**src/rtl/rca_chunk_serial_if.sv**
```systemverilog
// Start/busy/done handshake and operand/result bus for the chunk-serial adder.
interface rca_chunk_serial_if #(
    parameter int unsigned WIDTH = 16
);
    logic             start;
    logic             sub;
    logic [WIDTH-1:0] a;
    logic [WIDTH-1:0] b;
    logic             cin;
    logic             busy;
    logic             done;
    logic [WIDTH-1:0] sum;
    logic             cout;
    logic             ovf;

    modport master (
        output start, sub, a, b, cin,
        input  busy, done, sum, cout, ovf
    );

    modport slave (
        input  start, sub, a, b, cin,
        output busy, done, sum, cout, ovf
    );
endinterface

```
**src/rtl/rca_chunk_serial.sv**
```systemverilog
// Multi-cycle ripple-carry adder/subtractor: CHUNK bits per clock, LSB chunk first,
// with a registered carry linking consecutive chunks.
module rca_chunk_serial #(
    parameter int unsigned WIDTH = 16,
    parameter int unsigned CHUNK = 4
) (
    input  logic              clk,
    input  logic              rst,
    rca_chunk_serial_if.slave bus
);
    localparam int unsigned NCH = WIDTH / CHUNK;
    localparam int unsigned CW  = (NCH > 1) ? $clog2(NCH) : 1;

    typedef enum logic {IDLE, RUN} state_t;

    state_t            state_q, state_n;
    logic [CW-1:0]     cnt_q, cnt_n;
    logic              carry_q, carry_n;
    logic [WIDTH-1:0]  a_q, a_n;
    logic [WIDTH-1:0]  b_q, b_n;
    logic [WIDTH-1:0]  res_q, res_n;
    logic              busy_q, busy_n;
    logic              done_q, done_n;
    logic [WIDTH-1:0]  sum_q, sum_n;
    logic              cout_q, cout_n;
    logic              ovf_q, ovf_n;

    logic [31:0]       base;
    logic [CHUNK-1:0]  sl_a, sl_b, sl_s;
    logic [CHUNK:0]    sl_c;

    // One CHUNK-bit ripple slice of full adders fed by the current chunk
    always_comb begin
        base    = 32'(cnt_q) * CHUNK;
        sl_a    = a_q[base +: CHUNK];
        sl_b    = b_q[base +: CHUNK];
        sl_c    = '0;
        sl_s    = '0;
        sl_c[0] = carry_q;
        for (int i = 0; i < int'(CHUNK); i++) begin
            sl_s[i]   = sl_a[i] ^ sl_b[i] ^ sl_c[i];
            sl_c[i+1] = (sl_a[i] & sl_b[i]) | (sl_b[i] & sl_c[i]) | (sl_a[i] & sl_c[i]);
        end
    end

    // Next-state and datapath control
    always_comb begin
        state_n = state_q;
        cnt_n   = cnt_q;
        carry_n = carry_q;
        a_n     = a_q;
        b_n     = b_q;
        res_n   = res_q;
        busy_n  = busy_q;
        done_n  = 1'b0;
        sum_n   = sum_q;
        cout_n  = cout_q;
        ovf_n   = ovf_q;

        case (state_q)
            IDLE: begin
                if (bus.start) begin
                    a_n     = bus.a;
                    b_n     = bus.sub ? ~bus.b : bus.b;
                    carry_n = bus.cin ^ bus.sub;
                    cnt_n   = '0;
                    busy_n  = 1'b1;
                    state_n = RUN;
                end
            end
            RUN: begin
                res_n[base +: CHUNK] = sl_s;
                carry_n              = sl_c[CHUNK];
                cnt_n                = cnt_q + CW'(1);
                // Publish only complete results; intermediate chunks stay internal
                if (cnt_q == CW'(NCH - 1)) begin
                    sum_n   = res_n;
                    cout_n  = sl_c[CHUNK];
                    ovf_n   = sl_c[CHUNK] ^ sl_c[CHUNK-1];
                    done_n  = 1'b1;
                    busy_n  = 1'b0;
                    cnt_n   = '0;
                    state_n = IDLE;
                end
            end
            default: state_n = IDLE;
        endcase
    end

    // State and output registers; reset also aborts an operation in flight
    always_ff @(posedge clk) begin
        if (rst) begin
            state_q <= IDLE;
            cnt_q   <= '0;
            carry_q <= 1'b0;
            a_q     <= '0;
            b_q     <= '0;
            res_q   <= '0;
            busy_q  <= 1'b0;
            done_q  <= 1'b0;
            sum_q   <= '0;
            cout_q  <= 1'b0;
            ovf_q   <= 1'b0;
        end else begin
            state_q <= state_n;
            cnt_q   <= cnt_n;
            carry_q <= carry_n;
            a_q     <= a_n;
            b_q     <= b_n;
            res_q   <= res_n;
            busy_q  <= busy_n;
            done_q  <= done_n;
            sum_q   <= sum_n;
            cout_q  <= cout_n;
            ovf_q   <= ovf_n;
        end
    end

    assign bus.busy = busy_q;
    assign bus.done = done_q;
    assign bus.sum  = sum_q;
    assign bus.cout = cout_q;
    assign bus.ovf  = ovf_q;
endmodule
```
**src/flat_wrapper.sv**
```systemverilog
// flat-port wrapper written by rule: the top's interface ports become plain ports
module rca_chunk_serial_flat 
#(
    parameter int unsigned WIDTH = 16,
    parameter int unsigned CHUNK = 4
)
  (clk, rst, bus_start, bus_sub, bus_a, bus_b, bus_cin, bus_busy, bus_done, bus_sum, bus_cout, bus_ovf);
  rca_chunk_serial_if #(.WIDTH(WIDTH)) bus_i ();
  input  logic clk;
  input  logic rst;
  input wire logic [$bits(bus_i.start)-1:0] bus_start;
  input wire logic [$bits(bus_i.sub)-1:0] bus_sub;
  input wire logic [$bits(bus_i.a)-1:0] bus_a;
  input wire logic [$bits(bus_i.b)-1:0] bus_b;
  input wire logic [$bits(bus_i.cin)-1:0] bus_cin;
  output wire logic [$bits(bus_i.busy)-1:0] bus_busy;
  output wire logic [$bits(bus_i.done)-1:0] bus_done;
  output wire logic [$bits(bus_i.sum)-1:0] bus_sum;
  output wire logic [$bits(bus_i.cout)-1:0] bus_cout;
  output wire logic [$bits(bus_i.ovf)-1:0] bus_ovf;
  assign bus_i.start = bus_start;
  assign bus_i.sub = bus_sub;
  assign bus_i.a = bus_a;
  assign bus_i.b = bus_b;
  assign bus_i.cin = bus_cin;
  assign bus_busy = bus_i.busy;
  assign bus_done = bus_i.done;
  assign bus_sum = bus_i.sum;
  assign bus_cout = bus_i.cout;
  assign bus_ovf = bus_i.ovf;
  rca_chunk_serial #(.WIDTH(WIDTH), .CHUNK(CHUNK)) u_core (.clk(clk), .rst(rst), .bus(bus_i));
endmodule
```
**config.mk**
```make
export PLATFORM = sky130hd
export DESIGN_NAME = rca_chunk_serial_flat
export DESIGN_NICKNAME = d
export VERILOG_FILES = /design/src/rtl/rca_chunk_serial_if.sv /design/src/rtl/rca_chunk_serial.sv /design/src/flat_wrapper.sv
export SDC_FILE = /design/constraint.sdc
export NUM_CORES = 1
export LEC_CHECK = 0
export BUFFER_PORTS_ARGS = -buffer_cell sky130_fd_sc_hd__buf_2
export CAP_MARGIN = 20
export CORE_MARGIN = 8
export CORE_UTILIZATION = 55
export CTS_CLUSTER_DIAMETER = 100
export CTS_CLUSTER_SIZE = 8
export DETAILED_ROUTE_END_ITERATION = 10
export PLACE_DENSITY = 0.79
export SYNTH_ARGS = -nofsm -noshare
export SYNTH_HDL_FRONTEND = slang
export SYNTH_SLANG_ARGS = --single-unit
```
**constraint.sdc**
```tcl
create_clock -name clk -period 4.2 [get_ports clk]
set_clock_uncertainty 0.05 [all_clocks]
set_input_delay 0.63 -clock clk [delete_from_list [all_inputs] [get_ports clk]]
set_output_delay 0.63 -clock clk [all_outputs]
set_load 0.03 [all_outputs]
```
# Yosys cells after proc, flatten, opt, wreduce, memory -nomap -nowiden
# Index checks and enable logic that the tools add are counted.
dict set report op_classes {
  shifts 4
  add_sub_neg 2
  bitwise_logic 32
  n_eq_ne 3
  n_reduce_logical 4
  muxes 14
}
# cell count
set ops {}
lappend ops {{4-bit negation with 34-bit output} 1}
lappend ops {{4-bit by 34-bit variable shift with 16-bit output, first input constant} 1}
lappend ops {{4-bit by 34-bit indexed part select with 16-bit output} 1}
lappend ops {{16-bit by 5-bit indexed part select with 4-bit output} 2}
lappend ops {{16-bit bitwise mux} 1}
lappend ops {{16-bit two-way mux} 1}
lappend ops {{16-bit NOT} 1}
lappend ops {{1-bit AND} 12}
lappend ops {{1-bit bitwise XOR} 10}
lappend ops {{1-bit bitwise OR} 8}
lappend ops {{1-bit two-way mux} 6}
lappend ops {{1-bit one-hot mux with 2 select lines} 3}
lappend ops {{2-bit AND reduction} 3}
lappend ops {{2-bit two-way mux} 2}
lappend ops {{2-bit inequality test, second input constant} 2}
lappend ops {{2-bit one-hot mux with 2 select lines} 1}
lappend ops {{2-bit by 1-bit adder with 2-bit output, second input constant} 1}
lappend ops {{2-bit equality test, second input constant} 1}
lappend ops {{2-bit OR reduction} 1}
lappend ops {{1-bit NOT} 1}
dict set report word_totals {
  out_inout_bits 20
  word_cells 70
  register_bits 72
}

# Depth between registers and ports, before layout
dict set report logic_depth {
  word_depth 14
  ltp_mapped 10
}

# Least setup slack after synthesis
# No wires, ideal clock.
dict set report synth_timing {
  kind {reg-to-reg}
  from {register u_core.cnt_q[0]}
  to {register u_core.sum_q[3], in the netlist u_core.bus.sum[3]}
  n_path_buf 1
  setup_time_ps 122
  stages_incl_launch_ff 11
  arrival_time_ps 2982
  required_time_ps 4028
  slack_ps 1047
  synth_period_minus_slack_ps 3153
  cell_sequence {dfxtp_1 buf_4 mux4_2 fa_1 inv_1 fa_1 fa_1 inv_1 fa_1 and3_1 a221o_1}
}
dict set report synth_via {
  elab_chain_len 13
}
# item line
set synth_rtl {}
lappend synth_rtl {{start: declaration} rca_chunk_serial.sv:17} ;# logic [CW-1:0] cnt_q, cnt_n;
lappend synth_rtl {{start signal: assignment} rca_chunk_serial.sv:106} ;# cnt_q <= cnt_n;
lappend synth_rtl {{16-bit by 5-bit indexed part select with 4-bit output (on tied branches)} {rca_chunk_serial.sv:35, rca_chunk_serial.sv:36}}
lappend synth_rtl {{1-bit AND} rca_chunk_serial.sv:42} ;# sl_c[i+1] = (sl_a[i] & sl_b[i]) | (sl_b[i] & sl_c[i]) | (sl_a[i] & sl_c[i]);
lappend synth_rtl {{1-bit bitwise OR (2 in series)} rca_chunk_serial.sv:42}
lappend synth_rtl {{1-bit AND} rca_chunk_serial.sv:42}
lappend synth_rtl {{1-bit bitwise OR (2 in series)} rca_chunk_serial.sv:42}
lappend synth_rtl {{1-bit AND} rca_chunk_serial.sv:42}
lappend synth_rtl {{1-bit bitwise OR (2 in series)} rca_chunk_serial.sv:42}
lappend synth_rtl {{1-bit bitwise XOR} rca_chunk_serial.sv:41} ;# sl_s[i] = sl_a[i] ^ sl_b[i] ^ sl_c[i];
lappend synth_rtl {{4-bit by 34-bit indexed part select with 16-bit output} rca_chunk_serial.sv:72} ;# res_n[base +: CHUNK] = sl_s;
lappend synth_rtl {{16-bit bitwise mux} rca_chunk_serial.sv:72}
lappend synth_rtl {{end signal: assignment} rca_chunk_serial.sv:113} ;# sum_q <= sum_n;
lappend synth_rtl {{end: declaration} rca_chunk_serial.sv:24} ;# logic [WIDTH-1:0] sum_q, sum_n;
# Several ways; a longest one is shown, not always the timed one.
# A chain may end at the register's enable or synchronous reset.

# Worst setup path in the final report
dict set report layout_timing {
  from {register u_core.cnt_q[1]}
  to {register u_core.sum_q[11], in the netlist u_core.bus.sum[11]}
}
# The elaborated chain is that of the path after synthesis.

==> summary.txt <==
Run status
  • Run status: finished, final reports clean

Timing
  • Fin. max-slew vios: 0
  • Final TNS setup: 0 ps
  • Final setup fails: 0
  • RSZ-0062 raised after global routing: no
  • Crit path time final: between 3000 and 4000 ps
  • Slew @ Worst Pin: around 950 ps
  • Post-route clock period utilization: 0.768
  • Hold Vio Cnt, Final: 0
  • Fmax: 310 MHz
  • Slew HR: 0.368

Power and ir drop
  • Comb power frac: 0.123
  • Internal power: 1.04 mW
  • Clock network power share: 0.352
  • Sw Share: 0.252
  • Pwr dens: between 300 and 400 nW/um^2
  • Psw: between 0.3 and 0.4 mW
  • Max IR drop VDD: roughly 230 uV
  • Lkg Pwr: approximately 1.5 nW
  • Flop pwr share: 0.525

Route
  • First DRT Iteration DRCs: around 130
  • Vias/cell: roughly 5.5
  • Initial DRT Pass Iterations: 4
  • Avg WL per Cell: 15.5 um
  • Residual DRC: 0
  • Final wirelength: around 7.0 mm
  • Number of routed nets with antenna violations: 0
  • DR vias: 2472

Clocking
  • Root Buffer: clkbuf_8
  • Count of hold-fix buffers inserted at cts: 0
  • Clk_lat worst skew: 340 ps
  • CTS tree: built
  • Clock slew at reported path FFs: approximately 70 ps
  • Clock Path Buffers: 2
  • Clock sink count: 72
  • Number of buffers created by CTS: 9
  • Post-CTS Setup Bufs: 0
  • Post-CTS sizing: 0
  • H-tree levels: 3

Die
  • FP Rows: 27
  • Core footprint: roughly 5600 sq um
  • # IOs: 57
  • DIE HEIGHT: 92.3 um
  • Die X: 92.3 um
  • Initial Util: 0.574
  • Die Area: between 8000 and 9000 sq um

Placed design
  • Placed insts: 435
  • HPWL Detailed: approximately 5.0 mm
  • Routability Congestion: ~0.83
  • Placed cell areas: about 3500 sq um
  • PortBufs: 56

Yosys
  • Mapped cell area: approximately 3200 sq um
  • Flops & latches, synth: a little over 70
  • Syn Area/Cell: roughly 9.7 sq um
  • Most frequent cells after synthesis: dfxtp_1 (72), nand2_1 (53), nor2_1 (36)
  • Net Count, Synth: 377
  • Fraction of registers with async set/reset: 0
  • Syn. warnings: 0
  • Register area share after synthesis: 0.450
  • Yosys top cell area share: 0.450
  • Cells after synthesis: 330
  • Top-count cell post-synth: dfxtp_1
  • Top cells by area, synth: dfxtp_1 (45%), nand2_1 (6.2%), mux4_2 (4.9%), xnor2_1 (4.9%), nor2_1 (4.2%)
  • Main synth FF type: dfxtp_1
  • Post-synth top area cell: dfxtp_1
  • Netlist cell types: 32
  • Number of synthesized flops with an enable pin: 0

Worst hold path
  • Hold Crit Start: u_core.bus.sum[14]
  • Hold Path Class: flop to flop

GRT
  • Vias in the first global route: 2560
  • Tot GR Track Use: 0.176
  • Grt ovf: 0
  • First-pass GRT wire length: ~12 mm
  • Initial antenna violation count: 0
  • Largest net degree at the start of global routing: 50

Setup path
  • CP Class: flop to flop
  • Crit path arrival time: between 3000 and 4000 ps
  • R2R Path Start: u_core.cnt_q[1]
  • Critical path startpoint: u_core.cnt_q[1]
  • Cell mode on critical path: fa_1
  • CP Capture Type: flop
  • Worst R2R Setup Slack: between 900 and 1000 ps
  • CP max-delay cell: dfxtp_1
  • CP required: 4380 ps
  • Max incr delay on CP: between 600 and 700 ps
  • Worst setup SP type: flop
  • Crit-path cells: mux4_2, fa_1, inv_1, fa_1, fa_1, inv_1, fa_1, and3_1, a221o_1
  • Crit path max fanout: 13

Flow run
  • Maximum Capacitance Violations: 0

Cells and area
  • Final Cell Area: approximately 3600 sq um
  • Final core utilization: 0.651
  • Nets@finish: ~420
  • Layout cells sized above 1: 0.228
  • Non-filler cells, final: 450
  • Area Growth Syn to Fin: 13.4%
  • ANT cells: 0
-- sequential cells by signal, summed over array words and instances, names as in the netlist --
register / flops
u_core.a_q: 16
u_core.b_q: 16
u_core.bus.sum: 16
u_core.res_q: 16
u_core.cnt_q: 2
u_core.bus.busy: 1
u_core.bus.cout: 1
u_core.bus.done: 1
u_core.bus.ovf: 1
u_core.carry_q: 1
u_core.state_q: 1
-- cell usage in the layout (no fill, tap or decap) --
cell type / netlist / routed
inv_1: 8 / 8
nor2b_1: 5 / 5
and3_1: 4 / 4
and4bb_2: 4 / 4
a211o_1: 1 / 1
clkbuf_1: 7 / 2
nor4bb_1: 2 / 2
a21oi_1: 20 / 20
a221o_1: 4 / 4
nor3b_1: 2 / 2
and4b_1: 1 / 1
a211oi_1: 16 / 16
nor2_1: 36 / 36
mux4_1: 1 / 1
clkbuf_8: 0 / 12
a21o_1: 4 / 4
and3b_4: 1 / 1
nand2b_1: 1 / 1
o21a_1: 1 / 1
ha_1: 6 / 6
fa_1: 4 / 4
a22o_1: 6 / 6
buf_2: 14 / 58
xnor2_1: 18 / 18
buf_4: 3 / 3
a22oi_1: 12 / 12
a32oi_1: 12 / 12
nand2_1: 53 / 53
nor2b_4: 0 / 1
and4bb_1: 1 / 1
dfxtp_1: 72 / 72
mux4_2: 7 / 7
-- power by group through the flow --
stage          Sequential [mW]  Clock, mW  Combinational (mW)
3_3_place_gp             0.747          0               0.164
4_1_cts                  0.732      0.501               0.171
5_1_grt                  0.735      0.537               0.191
3_5_place_dp             0.747          0               0.169
6_report                 0.732      0.491               0.171
2_1_floorplan            0.737          0               0.131
-- routing by layer --
layer	track usage	wire length (um)	vias up
met4	0.0631	89	0
li1	-	-	1251
met3	0.0799	462	11
met5	0	0	-
met2	0.281	3310	77
met1	0.203	3100	1133
-- worst paths after layout --
| check | endpoint | depth (start not counted) |
|---|---|---|
| hold / removal | u_core.bus.sum[14] | 2 |
| setup / recovery | u_core.bus.sum[11] | 9 |
| setup reg to reg | u_core.bus.sum[11] | 9 |
| hold reg to reg | u_core.bus.sum[14] | 2 |
-- metrics by stage --
step | setup slack, ps | total power, mW | hold WS, ps
5_1_grt | 814 | 1.46 | 412
2_1_floorplan | 1050 | 0.868 | 366
4_1_cts | 971 | 1.40 | 386
3_5_place_dp | 993 | 0.917 | 376
6_report | 974 | 1.39 | 384
3_3_place_gp | 1100 | 0.911 | 371
-- cell type report --
type / instances / area, sq um
Clock buffer: 14 / 173
Fill cell: 482 / 1950
Inverter: 8 / 30.0
Multi-Input combinational cell: 223 / 1580
Sequential cell: 72 / 1440
Tap cell: 72 / 90.1
Timing Repair Buffer: 61 / 313
-- cells by family (layout without fill, tap and decap cells) --
kind of cell,count (synthesis),after routing,synth area share
buf+inv,35,83,0.0571
xor+xnor,18,18,0.0493
compound gates,76,76,0.173
fa+ha+maj,10,10,0.0485
flops,72,72,0.450
simple gates,111,111,0.164
mux,8,8,0.0575
-- critical path, delay by kind of cell (launching register included) --
family | cells | cell delay (ps)
AO/OA/AOI/OAI | 1 | 240
multiplexers | 1 | 330
adder cells (fa/ha/maj) | 4 | 1510
buffers and inverters | 2 | 140
flip-flops | 1 | 650
AND/OR/NAND/NOR | 1 | 200
No activity file was read; power rests on OpenSTA's default activity.
